`src/rtl/axi_lite_master.sv`:
```
`default_nettype none
// ============================================================================
//  Module      : axi_lite_master
//  Description : Single-outstanding AXI-Lite style master. Accepts one user
//                command at a time, runs the write (address + data + response)
//                or read (address + data) handshakes and reports completion
//                with a one-cycle rsp_valid pulse.
//                Optional response watchdog: define AXI_LITE_MASTER_TIMEOUT_EN.
//  Revision    : 1.0 - initial release
// ============================================================================
module axi_lite_master #(
  parameter int AXI_ADDR_WIDTH = 32,
  parameter int AXI_DATA_WIDTH = 32,
  parameter int TIMEOUT_CYCLES = 1024
) (
  input  logic                      clk,
  input  logic                      rst_n,
  // user command
  input  logic                      cmd_valid,
  output logic                      cmd_ready,
  input  logic                      cmd_write,
  input  logic [AXI_ADDR_WIDTH-1:0] cmd_addr,
  input  logic [AXI_DATA_WIDTH-1:0] cmd_wdata,
  // user completion
  output logic                      rsp_valid,
  output logic                      rsp_write,
  output logic [AXI_DATA_WIDTH-1:0] rsp_rdata,
  output logic [1:0]                rsp_resp,
  // write-address channel
  output logic                      waddr_valid,
  input  logic                      waddr_ready,
  output logic [AXI_ADDR_WIDTH-1:0] waddr,
  // write-data channel
  output logic                      wdata_valid,
  input  logic                      wdata_ready,
  output logic [AXI_DATA_WIDTH-1:0] wdata,
  // write-response channel
  input  logic [1:0]                bresp,
  input  logic                      bresp_valid,
  output logic                      bresp_ready,
  // read-address channel
  output logic                      raddr_valid,
  input  logic                      raddr_ready,
  output logic [AXI_ADDR_WIDTH-1:0] raddr,
  // read-data channel
  input  logic [AXI_DATA_WIDTH-1:0] rdata,
  input  logic [1:0]                rresp,
  input  logic                      rdata_valid,
  output logic                      rdata_ready
);

  typedef enum logic [2:0] {
    IDLE    = 3'd0,
    WR_REQ  = 3'd1,
    WR_RESP = 3'd2,
    RD_REQ  = 3'd3,
    RD_RESP = 3'd4,
    DONE    = 3'd5
  } state_t;

  state_t                    state_q, state_d;
  logic [AXI_ADDR_WIDTH-1:0] addr_q, addr_d;
  logic [AXI_DATA_WIDTH-1:0] wdata_q, wdata_d;
  logic                      write_q, write_d;
  logic                      aw_done_q, aw_done_d;
  logic                      w_done_q, w_done_d;
  logic [AXI_DATA_WIDTH-1:0] rdata_q, rdata_d;
  logic [1:0]                resp_q, resp_d;
  logic                      tmo_hit;

  // Address/data come straight from the captured command so they cannot
  // change while a valid is pending.
  assign waddr = addr_q;
  assign raddr = addr_q;
  assign wdata = wdata_q;

`ifdef AXI_LITE_MASTER_TIMEOUT_EN
  logic [15:0] tmo_q, tmo_d;
  logic        tmo_active;

  assign tmo_active = (state_q == WR_REQ) || (state_q == WR_RESP) ||
                      (state_q == RD_REQ) || (state_q == RD_RESP);
  // Limit is reached after TIMEOUT_CYCLES cycles spent in the bus phases.
  assign tmo_hit    = tmo_active && (tmo_q == 16'(TIMEOUT_CYCLES - 1));

  // Watchdog next-state: cleared while idle, counts during bus phases.
  always_comb begin
    tmo_d = tmo_q;
    if (state_q == IDLE) begin
      tmo_d = '0;
    end else if (tmo_active) begin
      tmo_d = tmo_q + 16'd1;
    end
  end

  // Watchdog counter register.
  always_ff @(posedge clk) begin
    if (!rst_n) begin
      tmo_q <= '0;
    end else begin
      tmo_q <= tmo_d;
    end
  end
`else
  // Watchdog compiled out: the parameter is kept so instantiations stay
  // identical between builds; nothing consumes it.
  logic [15:0] timeout_unused;
  assign timeout_unused = 16'(TIMEOUT_CYCLES);
  assign tmo_hit        = 1'b0;
`endif

  // State and captured-command registers.
  always_ff @(posedge clk) begin
    if (!rst_n) begin
      state_q   <= IDLE;
      addr_q    <= '0;
      wdata_q   <= '0;
      write_q   <= 1'b0;
      aw_done_q <= 1'b0;
      w_done_q  <= 1'b0;
      rdata_q   <= '0;
      resp_q    <= 2'b00;
    end else begin
      state_q   <= state_d;
      addr_q    <= addr_d;
      wdata_q   <= wdata_d;
      write_q   <= write_d;
      aw_done_q <= aw_done_d;
      w_done_q  <= w_done_d;
      rdata_q   <= rdata_d;
      resp_q    <= resp_d;
    end
  end

  // Next-state and output decode; outputs depend on registered state only.
  always_comb begin
    state_d     = state_q;
    addr_d      = addr_q;
    wdata_d     = wdata_q;
    write_d     = write_q;
    aw_done_d   = aw_done_q;
    w_done_d    = w_done_q;
    rdata_d     = rdata_q;
    resp_d      = resp_q;
    cmd_ready   = 1'b0;
    waddr_valid = 1'b0;
    wdata_valid = 1'b0;
    bresp_ready = 1'b0;
    raddr_valid = 1'b0;
    rdata_ready = 1'b0;
    rsp_valid   = 1'b0;
    rsp_write   = 1'b0;
    rsp_rdata   = '0;
    rsp_resp    = 2'b00;

    case (state_q)
      IDLE: begin
        cmd_ready = 1'b1;
        if (cmd_valid) begin
          addr_d    = cmd_addr;
          wdata_d   = cmd_wdata;
          write_d   = cmd_write;
          aw_done_d = 1'b0;
          w_done_d  = 1'b0;
          state_d   = cmd_write ? WR_REQ : RD_REQ;
        end
      end
      WR_REQ: begin
        // Each channel drops its valid independently after its handshake.
        waddr_valid = !aw_done_q;
        wdata_valid = !w_done_q;
        if (waddr_ready && !aw_done_q) aw_done_d = 1'b1;
        if (wdata_ready && !w_done_q)  w_done_d  = 1'b1;
        if (aw_done_d && w_done_d)     state_d   = WR_RESP;
      end
      WR_RESP: begin
        bresp_ready = 1'b1;
        if (bresp_valid) begin
          resp_d  = bresp;
          rdata_d = '0;
          state_d = DONE;
        end
      end
      RD_REQ: begin
        raddr_valid = 1'b1;
        if (raddr_ready) state_d = RD_RESP;
      end
      RD_RESP: begin
        rdata_ready = 1'b1;
        if (rdata_valid) begin
          rdata_d = rdata;
          resp_d  = rresp;
          state_d = DONE;
        end
      end
      DONE: begin
        rsp_valid = 1'b1;
        rsp_write = write_q;
        rsp_rdata = rdata_q;
        rsp_resp  = resp_q;
        state_d   = IDLE;
      end
      default: state_d = IDLE;
    endcase

    // Watchdog expiry overrides whatever the bus phase was doing.
    if (tmo_hit) begin
      state_d = DONE;
      resp_d  = 2'b11;
      rdata_d = '0;
    end
  end

endmodule
`default_nettype wire

```
`config.mk`:
```
export PLATFORM = sky130hd
export DESIGN_NAME = axi_lite_master
export DESIGN_NICKNAME = d
export VERILOG_FILES = /design/src/rtl/axi_lite_master.sv
export SDC_FILE = /design/constraint.sdc
export NUM_CORES = 1
export LEC_CHECK = 0
export ABC_AREA = 1
export ABC_CLOCK_PERIOD_IN_PS = 1300
export CORE_MARGIN = 5
export CORE_UTILIZATION = 36
export DETAILED_ROUTE_END_ITERATION = 12
export GPL_TIMING_DRIVEN = 0
export PLACE_DENSITY = 0.77
export REMOVE_ABC_BUFFERS = 1
export SETUP_SLACK_MARGIN = 0.05
export SYNTH_ARGS = -nofsm -noshare
export SYNTH_HDL_FRONTEND = slang
export SYNTH_SLANG_ARGS = --single-unit
```
`constraint.sdc`:
```
create_clock -name clk -period 1.3 [get_ports clk]
set_input_delay 0.26 -clock clk [delete_from_list [all_inputs] [get_ports clk]]
set_output_delay 0.26 -clock clk [all_outputs]
set_load 0.02 [all_outputs]
```
==> results.txt <==
----------------------------------------------------
[Final layout]
  Total non-filler cell area in the finished layout ... roughly 8400 um^2
  Final core occ ... 66.12%
  Inserted Diodes ... 0
  Fraction of layout cells with a size suffix above 1 ... 30.79%
  Total area of multi-input combinational cells ... 2325 um^2
  Commonest non-fill, non-tap cell in the layout ... sky130_fd_sc_hd__clkdlybuf4s50_1
  Non-Filler Instances ... 1023
  Final net count ... 955
  Storage element area ... roughly 2100 um^2
  Filler cell count ... slightly above 1000
  Synth-to-Final Area Change ... 79.37%
  Most used cells in the layout excluding fill and tap cells ... 106 x sky130_fd_sc_hd__clkdlybuf4s50_1, 105 x sky130_fd_sc_hd__nand2_1, 101 x sky130_fd_sc_hd__dfxtp_1

[Outcome]
  Failing checks ... setup timing
  Run status ... complete, but fails checks

[Floorplanning]
  Height of the die ... 123.9 um
  Die area ... 15350 um^2
  Number of primary I/O pins ... 247
  Site Rows ... 41
  Starting density of the core ... 36.86%
  Placeable Area ... approximately 13000 um^2
  Horizontal die dimension ... 123.9 um

[STA]
  Final Hold Violating Endpoints ... 0
  Worst setup skew after layout ... 0.005417 ns
  TNS Setup ... -38.40 ns
  Worst slew margin ... between 60% and 70%
  Actual slew at the worst max-slew pin ... 0.4852 ns
  Smallest setup slack after layout ... -0.5020 ns
  Final period util ... 138.6%
  Min Clock Period, post-route ... 1.802 ns
  Maximum clock frequency ... 0.5549 GHz
  RSZ-0062 raised after global routing ... yes
  Final setup violating endpoints ... 146
  Final number of max-transition violations ... 0

[Global routing]
  Initial antenna violation count ... 0
  Maximum number of pins on one net before global-route repair ... 57
  Wire length of the first global-routing pass ... 23750 um
  Total grt overflow ... 0
  Global Route Usage Sum ... 19.89%
  Via count of the first global-routing pass ... around 4600

[Yosys]
  Synth cell types ... 22
  Number of flip-flops and latches in the synthesized netlist ... 104
  Mean post-synth cell area ... 7.533 um^2
  Synth warnings ... 0
  Largest area contributor in the netlist ... sky130_fd_sc_hd__dfxtp_1
  Sequential-to-total area share from yosys stat ... between 40 and 50%
  Synthesized area ... approximately 4700 um^2
  Proportion of netlist area held by the largest area contributor ... 44.58%
  Top post-synthesis cells by area ... sky130_fd_sc_hd__dfxtp_1 45%, sky130_fd_sc_hd__nand2_1 10%, sky130_fd_sc_hd__a21oi_1 7.6%, sky130_fd_sc_hd__nand3_1 7.5%, sky130_fd_sc_hd__buf_4 6.8%
  Post-Syn Instances ... 620

[Pwr]
  Peak supply drop ... 891.0 uV
  Power per Cell Area ... 1937 nW/um^2
  Leakage component of the power ... 4.166 nW

[Clock tree]
  Maximum number of buffers from clock root to sink ... 2
  Cts bufs inserted ... 9
  Clock latency on the worst-skew pair ... 0.35 ns
  Clock slew at the register clock pins of the worst setup and hold paths ... 0.07 ns
  H-tree lvl count ... 3
  Root buffer cell ... sky130_fd_sc_hd__clkbuf_16
  Clock sink count ... 104
  Clock tree from TritonCTS ... done

[Route]
  Remaining number of nets flagged by the antenna check after routing ... 0
  # DRC ... 0
  Routed len/inst ... approximately 18 um
  Total length of routed wires ... 18430 um
  Initial drt markers ... 285
  Vias after detailed routing ... 4986
  Mean number of vias per cell ... 4.874
  Pre-antenna DRT Iters ... 5

[Min path]
  Classification of the worst-slack hold path ... in2reg
  Number of stages on the worst hold path ... 3

[Place]
  Placed cell area ... ~6900 um^2
  Port Buf Inserts ... 246
  Detail Placement HPWL ... 10160 um
  Number of placed cells counting well taps ... about 970
  Final RePlAce weighted congestion ... 0.7909

[Job]
  Max-Cap Viols ... 0

[Critical path]
  Max stage delay cell, worst path ... sky130_fd_sc_hd__dfxtp_4
  Cell occurring most often along the worst timing path ... sky130_fd_sc_hd__buf_6
  Reg2Reg Setup Slack ... -0.35 ns
  Data required time of the worst path ... 1.04 ns
  Setup Crit Path Kind ... reg2out
  Worst path max stage delay ... 0.37 ns
  CP max FO ... 5
  Crit path arrival time ... 1.54 ns
  Kind of capture point of the worst setup path ... output pin
  Worst reg-to-reg path cell count ... 9
  Critical Path Start Type ... flip-flop
  Ordered cell list for the critical path ... inv_4, nor3_4, buf_6, buf_12, inv_12, nor2_4, buf_6

----------------------------------------------------
==> layer usage <==
metal,track usage [%],share of wire (%)
met4,7.118,2.1
met2,34.10,51
met5,0,0
met1,22.90,37
met3,6.994,9.6
==> Yosys cell counts (all sizes together) <==
cell type / n
nand3b: 1
nand2: 152
buf: 53
a21oi: 99
inv: 50
nor2: 62
clkbuf: 20
o21ai: 4
nor3: 3
nand3: 72
dfxtp: 104
==> worst max-delay path, delay by kind of cell (launching register included) <==
kind,cells,cell delay (ns)
and+or+nand+nor,2,0.32
DFF,1,0.37
buffers and inverters,5,0.50
==> timing repair <==
action	CTS	global route
pin swaps	3	9
cloned	7	12
hold buffers	0	0
setup buffers	7	13
gates resized for setup	396	176
hold endpoints to repair	0	0
endpoints found under the setup margin	242	224
==> cell families after synthesis <==
logic type	Yosys count	share of synthesized area, %
compound gates	103	13.29
buf+inv	123	14.65
simple gates	290	27.48
flops	104	44.58
==> final timing paths <==
kind                                      end       start
worst min-delay path               state_q[2]       rst_n
worst max register to register     rdata_q[6]  state_q[0]
worst max-delay path            rsp_rdata[19]  state_q[2]
worst min register to register      wdata[13]   wdata[13]
==> stage by stage <==
stage	hold slack [ns]	setup WS (ns)	total power [mW]
2_1_floorplan	0.3804	-1.587	7.519
3_3_place_gp	0.4413	-4.413	9.632
3_5_place_dp	0.4484	-1.470	9.864
4_1_cts	0.3978	-0.4928	14.11
5_1_grt	0.3977	-0.5509	17.04
6_report	0.3748	-0.5020	16.23
==> flip-flops by register name, indices dropped and copies added (netlist names) <==
| signal | count |
|---|---|
| aw_done_q | 1 |
| raddr | 32 |
| rdata_q | 32 |
| resp_q | 2 |
| state_q | 3 |
| w_done_q | 1 |
| wdata | 32 |
| write_q | 1 |
==> report_power, final <==
| part | internal (mW) | total [mW] | switching (mW) |
|---|---|---|---|
| logic | 3.54 | 8.90 | 5.36 |
| clock network | 1.94 | 3.15 | 1.21 |
| registers | 3.78 | 4.18 | 0.403 |
| total | 9.26 | 16.2 | 6.97 |
==> cell type report <==
class	instances	share of cell area, %
Clock buffer	11	2.897
Clock inverter	5	1.240
Inverter	50	3.151
Multi-Input combinational cell	395	27.75
Sequential cell	104	24.99
Tap cell	172	2.569
Timing Repair Buffer	276	35.68
Timing Repair inverter	10	1.732
(Power assumes the default switching activity.)
